[src/rtl/fetch_unit.sv]
// Instruction-fetch stage: owns the fetch PC, issues in-order requests to instruction memory,
// buffers returned words and presents one {PC+4, instruction} pair per cycle to IF/ID.
module fetch_unit #(
    parameter logic [31:0] RESET_PC = 32'h0000_0000,
    parameter int unsigned FQ_DEPTH = 2
) (
    input  logic        CLK,
    input  logic        reset,
    input  logic        stall,
    input  logic        redirect,
    input  logic [31:0] redirect_pc,
    output logic        imem_req,
    output logic [31:0] imem_addr,
    input  logic        imem_gnt,
    input  logic        imem_rvalid,
    input  logic [31:0] imem_rdata,
    output logic [31:0] PCo,
    output logic [31:0] instructiono,
    output logic        valid_o
);

    localparam int unsigned CntW  = $clog2(FQ_DEPTH + 1);
    localparam int unsigned CntW1 = CntW + 1;
    localparam int unsigned PtrW  = (FQ_DEPTH > 1) ? $clog2(FQ_DEPTH) : 1;
    localparam logic [PtrW-1:0] PtrLast = PtrW'(FQ_DEPTH - 1);
    localparam logic [CntW:0]   DepthW  = CntW1'(FQ_DEPTH);

    typedef enum logic [1:0] {StIdle, StRun, StFlush} state_e;

    state_e state_q, state_d;

    logic [31:0]     fetch_pc_q, fetch_pc_d;
    logic [CntW-1:0] drop_cnt_q, drop_cnt_d;

    // Tag FIFO: addresses of live outstanding requests; its count is the outstanding count.
    logic [31:0]     tag_mem_q [FQ_DEPTH];
    logic [PtrW-1:0] tag_rd_q, tag_rd_d, tag_wr_q, tag_wr_d;
    logic [CntW-1:0] tag_cnt_q, tag_cnt_d;

    // Fetch queue entries are {pc_plus4, instruction}.
    logic [63:0]     fq_mem_q [FQ_DEPTH];
    logic [PtrW-1:0] fq_rd_q, fq_rd_d, fq_wr_q, fq_wr_d;
    logic [CntW-1:0] fq_cnt_q, fq_cnt_d;

    logic [31:0] pco_q, pco_d, instr_q, instr_d;
    logic        valid_q, valid_d;

    logic [CntW:0] in_flight;
    logic [CntW:0] drop_total;
    logic [31:0]   redirect_pc_al;
    logic [31:0]   tag_head;
    logic [63:0]   fq_head;
    logic          issue, resp_drop, resp_keep, fq_pop;

    function automatic logic [PtrW-1:0] ptr_inc(input logic [PtrW-1:0] p);
        return (p == PtrLast) ? '0 : p + PtrW'(1);
    endfunction

    always_ff @(posedge CLK) begin
        if (reset) begin
            state_q <= StIdle;
        end else begin
            state_q <= state_d;
        end
    end

    always_comb begin
        state_d = state_q;
        unique case (state_q)
            StIdle:  state_d = StRun;
            StRun:   if (redirect && drop_cnt_d != '0) state_d = StFlush;
            StFlush: if (drop_cnt_d == '0) state_d = StRun;
            default: state_d = StIdle;
        endcase
    end

    always_comb begin
        in_flight = {1'b0, tag_cnt_q} + {1'b0, fq_cnt_q};
        imem_req  = (state_q == StRun) && !redirect && (in_flight < DepthW);
        imem_addr = fetch_pc_q;
    end

    always_comb begin
        redirect_pc_al = redirect_pc & ~32'h3;
        tag_head       = tag_mem_q[tag_rd_q];
        fq_head        = fq_mem_q[fq_rd_q];
        issue          = imem_req && imem_gnt;
        resp_drop      = imem_rvalid && (redirect || drop_cnt_q != '0);
        resp_keep      = imem_rvalid && !resp_drop && (tag_cnt_q != '0);
        fq_pop         = !redirect && !stall && (fq_cnt_q != '0);
    end

    always_comb begin
        fetch_pc_d = fetch_pc_q;
        drop_cnt_d = drop_cnt_q;
        drop_total = '0;
        tag_rd_d   = tag_rd_q;
        tag_wr_d   = tag_wr_q;
        tag_cnt_d  = tag_cnt_q;
        fq_rd_d    = fq_rd_q;
        fq_wr_d    = fq_wr_q;
        fq_cnt_d   = fq_cnt_q;
        pco_d      = pco_q;
        instr_d    = instr_q;
        valid_d    = valid_q;

        if (redirect) begin
            fetch_pc_d = redirect_pc_al;
            // Every live request becomes stale; a response landing now is one of them.
            drop_total = {1'b0, drop_cnt_q} + {1'b0, tag_cnt_q};
            if (imem_rvalid && drop_total != '0) begin
                drop_total = drop_total - CntW1'(1);
            end
            drop_cnt_d = drop_total[CntW-1:0];
            tag_rd_d   = '0;
            tag_wr_d   = '0;
            tag_cnt_d  = '0;
            fq_rd_d    = '0;
            fq_wr_d    = '0;
            fq_cnt_d   = '0;
            valid_d    = 1'b0;
            instr_d    = '0;
        end else begin
            if (issue) begin
                fetch_pc_d = fetch_pc_q + 32'd4;
                tag_wr_d   = ptr_inc(tag_wr_q);
            end
            if (resp_drop) begin
                drop_cnt_d = drop_cnt_q - CntW'(1);
            end
            if (resp_keep) begin
                tag_rd_d = ptr_inc(tag_rd_q);
                fq_wr_d  = ptr_inc(fq_wr_q);
            end
            unique case ({issue, resp_keep})
                2'b10:   tag_cnt_d = tag_cnt_q + CntW'(1);
                2'b01:   tag_cnt_d = tag_cnt_q - CntW'(1);
                default: tag_cnt_d = tag_cnt_q;
            endcase
            unique case ({resp_keep, fq_pop})
                2'b10:   fq_cnt_d = fq_cnt_q + CntW'(1);
                2'b01:   fq_cnt_d = fq_cnt_q - CntW'(1);
                default: fq_cnt_d = fq_cnt_q;
            endcase
            if (!stall) begin
                if (fq_cnt_q != '0) begin
                    fq_rd_d = ptr_inc(fq_rd_q);
                    pco_d   = fq_head[63:32];
                    instr_d = fq_head[31:0];
                    valid_d = 1'b1;
                end else begin
                    instr_d = '0;
                    valid_d = 1'b0;
                end
            end
        end
    end

    always_ff @(posedge CLK) begin
        if (reset) begin
            fetch_pc_q <= RESET_PC;
            drop_cnt_q <= '0;
            tag_rd_q   <= '0;
            tag_wr_q   <= '0;
            tag_cnt_q  <= '0;
            fq_rd_q    <= '0;
            fq_wr_q    <= '0;
            fq_cnt_q   <= '0;
            pco_q      <= '0;
            instr_q    <= '0;
            valid_q    <= 1'b0;
        end else begin
            fetch_pc_q <= fetch_pc_d;
            drop_cnt_q <= drop_cnt_d;
            tag_rd_q   <= tag_rd_d;
            tag_wr_q   <= tag_wr_d;
            tag_cnt_q  <= tag_cnt_d;
            fq_rd_q    <= fq_rd_d;
            fq_wr_q    <= fq_wr_d;
            fq_cnt_q   <= fq_cnt_d;
            pco_q      <= pco_d;
            instr_q    <= instr_d;
            valid_q    <= valid_d;
        end
    end

    // Storage needs no reset: the pointers and counts define what is live.
    always_ff @(posedge CLK) begin
        if (issue) begin
            tag_mem_q[tag_wr_q] <= fetch_pc_q;
        end
        if (resp_keep) begin
            fq_mem_q[fq_wr_q] <= {tag_head + 32'd4, imem_rdata};
        end
    end

    assign PCo          = pco_q;
    assign instructiono = instr_q;
    assign valid_o      = valid_q;

endmodule
[config.mk]
export PLATFORM = sky130hd
export DESIGN_NAME = fetch_unit
export DESIGN_NICKNAME = d
export VERILOG_FILES = /design/src/rtl/fetch_unit.sv
export SDC_FILE = /design/constraint.sdc
export NUM_CORES = 1
export LEC_CHECK = 0
export BUFFER_PORTS_ARGS = -buffer_cell sky130_fd_sc_hd__buf_4
export CORE_MARGIN = 2
export CORE_UTILIZATION = 40
export CTS_CLUSTER_DIAMETER = 40
export CTS_CLUSTER_SIZE = 16
export DETAILED_ROUTE_END_ITERATION = 8
export SETUP_SLACK_MARGIN = 0.1
export SLEW_MARGIN = 20
export SYNTH_ARGS = -nofsm -noshare
export SYNTH_HDL_FRONTEND = slang
export SYNTH_SLANG_ARGS = --single-unit
[constraint.sdc]
create_clock -name CLK -period 4.25 [get_ports CLK]
set_input_delay 0.85 -clock CLK [delete_from_list [all_inputs] [get_ports CLK]]
set_output_delay 0.85 -clock CLK [all_outputs]
set_load 0.01 [all_outputs]
== Word-level counts from Yosys, hierarchy flattened ==
Memory sizes are Yosys's and may differ from the RTL's. A register that Yosys moved wholly into a read port is not among the register bits.
Cells that the tools add are included.
Storage, ports and cells
  bits in registers: 109
  latch bits: 0
  bits in writable memories: 192
  ROM bits: 0
  bits of input ports: 70
  word-level logic and storage cells: 92
  memories: 2
Memories
  fq_mem_q: words 2, bits a word 64, rd ports 1, clocked after Yosys merged registers in 1, write ports 1, RTL line 41  | logic [63:0] fq_mem_q [FQ_DEPTH];
  tag_mem_q: words 2, bits a word 32, rd ports 1, clocked after Yosys merged registers in 1, write ports 1, RTL line 36  | logic [31:0] tag_mem_q [FQ_DEPTH];
Cells by class
  add/sub/neg operators: 14
  $mul: 0
  div/mod/pow operators: 0
  order comparisons: 1
  eq/ne operators: 8
  shifts and indexed selects: 0
  multiplexer cells: 24
  bitwise operators: 2
  reductions and logical operators: 28
Operators by type and width (count)
  $mux 32: 3
  $add 32x3->32 const B: 2
  $reduce_bool 2->1: 7
  $mux 1: 13
  $logic_and 1x1->1: 10
  $mux 2: 5
  $pmux 2 s2: 2
  $sub 2x1->2 const B: 4
  $add 2x2->3: 2
  $eq 2x1->1 const B: 3
  $eq 2x2->1 const B: 3
  $pmux 2 s3: 1
  $add 1x1->1 const B: 4
  $add 2x1->2 const B: 2
  $logic_not 2->1: 2
  $ne 2x2->1 const B: 2
  $reduce_and 2->1: 2
  $logic_not 1->1: 3
  $lt 3x2->1 const B: 1
  $reduce_and 3->1: 1
  $reduce_bool 3->1: 1
  $not 1->1: 2
  $reduce_or 2->1: 1
  $logic_or 1x1->1: 1

== Longest topological paths before layout ==
  depth in word-level cells: 9
  mapped depth: 13
  depth with buffers taken out: 10

== Worst setup path before layout ==
Ideal clock, no wire load.
  path kind: input port to flip-flop
  start: input port redirect
  end: memory fq_mem_q[0][0] (enable)
  setup time: 0.482 ns
  data arrival time: 4.024 ns
  required time: 3.768 ns
  setup slack: -0.256 ns
  cell stages on the path: 3
  buffers on the path: 1
  cells stage by stage: buf_2 > or3_1 > nor2_1
Between the ends
  cells in the longest elaborated chain, start to end: 7
Ends and longest elaborated chain
  start, declared: RTL line 10  | input logic redirect,
  $logic_or 1x1->1: RTL line 88  | resp_drop = imem_rvalid && (redirect || drop_cnt_q != '0);
  $logic_and 1x1->1: RTL line 88
  $logic_not 1->1: RTL line 89  | resp_keep = imem_rvalid && !resp_drop && (tag_cnt_q != '0);
  $logic_and 1x1->1 (2 in a row): RTL line 89
  $mux 1: RTL line 192  | if (resp_keep) begin
  $mux 1 (implied by the code): RTL line 193  | fq_mem_q[fq_wr_q] <= {tag_head + 32'd4, imem_rdata};
  end, declared: RTL line 41
No other way between the ends.

== Worst setup path after layout ==
  start: register tag_cnt_q[0]
  end: output port imem_req
Between the ends
  cells in the longest elaborated chain, start to end: 3
Ends and longest elaborated chain
  start, declared: RTL line 38  | logic [CntW-1:0] tag_cnt_q, tag_cnt_d;
  start signal, assigned: RTL line 177  | tag_cnt_q <= tag_cnt_d;
  $add 2x2->3: RTL line 78  | in_flight = {1'b0, tag_cnt_q} + {1'b0, fq_cnt_q};
  $lt 3x2->1: RTL line 79  | imem_req = (state_q == StRun) && !redirect && (in_flight < DepthW);
  $logic_and 1x1->1: RTL line 79
  end, declared: RTL line 12  | output logic imem_req,
No other way between the ends.

==> results.yml <==
detailed_routing:
  drcViolationCount: 0
  ant_nets: 0
  routed_via_density: 5.17
  routedWlPerCell_um: 16.5
  drtPass1Iterations: 5
  drt-total-wl_um: 25300
  first_iter_violations: 626
  route.vias.total: 7926
cells_and_area:
  drive_gt1_share_pct: 25.8
  layout_commonest_cell: "edfxtp_1"
  fin_util_pct: 50.3
  area_growth_pct: 23.8
  diodes: 0
  layout.nets: 1191
  final_cell_mix: "edfxtp_1 (184), buf_4 (168), nor2_1 (106)"
  fillerInstances: 2619
setup_path:
  reg2reg_from: "tag_cnt_q[0]$_SDFFE_PP0P_"
  critical_path_class: "flip-flop to primary output"
  startpoint_type: "flip-flop"
  required_ns: 3.40
  r2r_cells: 9
  rrSetupSlack_ns: 1.36
  path_cells: "and2_1 -> fa_1 -> nor3_2 -> and3b_1 -> buf_4"
  r2r-end: "imem_addr[17]$_SDFFE_PP0P_"
  crit_start: "tag_cnt_q[0]$_SDFFE_PP0P_"
  slowest_delay_ns: 0.43
  crit_path_end_kind: "primary output"
  worstPathArrival_ns: 2.07
  crit_end: "imem_req"
  crit_path_top_delay_cell: "dfxtp_1"
  crit_fanout: 5
hold_path:
  hold_class: "flip-flop to flip-flop"
  hp-start: "valid_o$_SDFFE_PP0N_"
clocking:
  cts_buffer_depth: 3
  cts_max_level: 2
  cts_num_sinks: 291
  path_clk_slew_ns: 0.06
  ctsResizeCount: 0
  cts_tree: "done"
  ctsHoldBuffers: 0
  cts_setup_buffers: 0
  numCtsBuffers: 39
  clkLatencyLatePin_ns: 0.52
  cts_root_buffer: "clkbuf_16"
timing:
  max_clock_freq_ghz: 0.342
  worstMarginPinSlew_ns: 1.03
  setup_viol: 0
  finalClockSkew_ns: 0.0189
  final_hold_viol_count: 0
  finalSetupTns_ns: 0
  relSlewSlack_pct: 31.5
  fin_crit_sh_pct: 68.8
  rsz0062_at_grt: "false"
  period_minus_slack_ns: 2.92
  slew_viol_final: 0
placed_design:
  port_buffers: 161
  place_congestion: 0.827
  dp_hpwl_um: 16200
floorplanning:
  io_pins: 168
  dieHeight_um: 177
  core-area_um2: 29600
  fp-row-count: 63
  dieArea_um2: 31400
  initial_core_util_pct: 40.6
  fp.dieW_um: 177
logic_synthesis:
  synth_cells: 957
  netlist_area_um2: 12000
  synth_area_per_cell_um2: 12.5
  synth_warnings: 0
  synthDistinctLibCells: 66
  async_flop_share_pct: 0
  synth.yosys.seq_area_share_pct: 63.9
  synth_edf_count: 184
  synth_ff_type: "edfxtp_1"
  synth_seq_cells: 291
grt:
  grt_pass1_wl_um: 40600
  gr-usage-all-layers_pct: 16.2
  antenna_found_initial: 0
  grt_pass1_vias: 7734
  grt_max_degree: 66
  grt-ovfl-total: 0
run:
  drv_cap: 0
power_and_ir_drop:
  ir_worst_vdd_mv: 0.229
  leakage_nw: 5.08
  powerDensity_nw_per_um2: 445
outcome:
  outcome: "finished clean"
==> state kept, by name, summed over array words and instances, names as in the netlist, named ones only <==
register,flops
PCo,30
fq_mem_q,124
tag_rd_q,1
valid_o,1
tag_wr_q,1
tag_cnt_q,2
tag_mem_q,60
fq_rd_q,1
drop_cnt_q,2
imem_addr,30
instructiono,32
fq_cnt_q,2
fq_wr_q,1
state_q,2
==> how the worst min path moves through the flow <==
stage / end / cells past startpoint
detailed placement: valid_o$_SDFFE_PP0N_ / 2
global placement: valid_o$_SDFFE_PP0N_ / 2
finish: valid_o$_SDFFE_PP0N_ / 2
floorplan: state_q[0]$_SDFFE_PP0P_ / 1
global route: fq_mem_q[0][15]$_DFFE_PP_ / 1
CTS: fq_mem_q[1][28]$_DFFE_PP_ / 1
==> final cells by class <==
cell class | count | area (um^2) | share of cell area, %
Sequential cell | 291 | 7670 | 51.6
Tap cell | 390 | 488 | 3.28
Timing Repair Buffer | 170 | 1300 | 8.76
Multi-Input combinational cell | 592 | 4010 | 27.0
Clock inverter | 23 | 282 | 1.89
Clock buffer | 49 | 1040 | 7.02
Inverter | 18 | 67.6 | 0.455
==> stage by stage <==
stage	setup WS (ns)	total power [mW]	instances	area [um^2]	hold slack, ns
after global placement	1.12	3.41	1461	13500	0.472
after detailed placement	1.12	3.42	1461	13500	0.490
after global routing	1.18	6.85	1533	14900	0.497
after CTS	1.26	6.69	1533	14900	0.495
after floorplan	0.707	3.29	960	12000	0.454
final	1.33	6.62	1533	14900	0.498
==> worst max-delay path, delay by kind of cell (launching register included) <==
kind,cells,cell delay [ns]
DFF,1,0.43
buffers and inverters,1,0.13
adders and majority gates,1,0.43
and+or+nand+nor,3,0.57
==> layer usage <==
metal  wire length (um)  track usage [%]
met5                  0                0
met3               1810             3.35
met1              11600             22.3
met2              11200             25.5
met4                664             5.72
==> report_power, final <==
| part | switching (mW) | leakage (nW) | internal (mW) |
|---|---|---|---|
| clock network | 1.23 | 0.640 | 2.03 |
| logic | 0.149 | 1.89 | 0.119 |
| registers | 0.0494 | 2.55 | 3.04 |
| total | 1.43 | 5.08 | 5.19 |
==> synth_stat cells (all sizes together) (2+ instances only) <==
| master | instances | area, um^2 |
|---|---|---|
| a21oi | 41 | 205 |
| or2 | 3 | 18.8 |
| a22oi | 35 | 263 |
| buf | 23 | 151 |
| nor4 | 8 | 77.6 |
| a221oi | 5 | 43.8 |
| o211ai | 4 | 30.0 |
| xor2 | 22 | 193 |
| a211oi | 34 | 260 |
| clkbuf | 36 | 136 |
| nand2 | 53 | 199 |
| mux2 | 36 | 405 |
| dfxtp | 107 | 2140 |
| a32oi | 7 | 61.3 |
| a2bb2oi | 2 | 17.5 |
| nand4 | 13 | 87.6 |
| fa | 2 | 40.0 |
| ha | 7 | 87.6 |
| nand3 | 30 | 163 |
| o21ai | 24 | 120 |
| inv | 18 | 67.6 |
| or3 | 4 | 30.0 |
| and3 | 5 | 31.3 |
| nor2 | 110 | 415 |
| nand2b | 2 | 12.5 |
| nor2b | 4 | 25.0 |
| nor3b | 2 | 15.0 |
| xnor2 | 21 | 184 |
| nor3 | 10 | 55.1 |
| and2 | 10 | 62.6 |
| o22ai | 2 | 18.8 |
| nand4b | 5 | 43.8 |
| nand3b | 5 | 37.5 |
| a31oi | 15 | 93.8 |
| edfxtp | 184 | 5530 |
| mux2i | 54 | 541 |
==> logic make-up after synthesis <==
logic type	Yosys count	synth area share, %
AO/OA/AOI/OAI	177	9.89
XOR/XNOR	43	3.14
adder cells (fa/ha/maj)	9	1.06
buffers and inverters	77	2.96
flip-flops	291	63.9
multiplexers	90	7.88
other	1	0.0313
AND/OR/NAND/NOR	269	11.1
No activity file was read; power rests on OpenSTA's default activity.
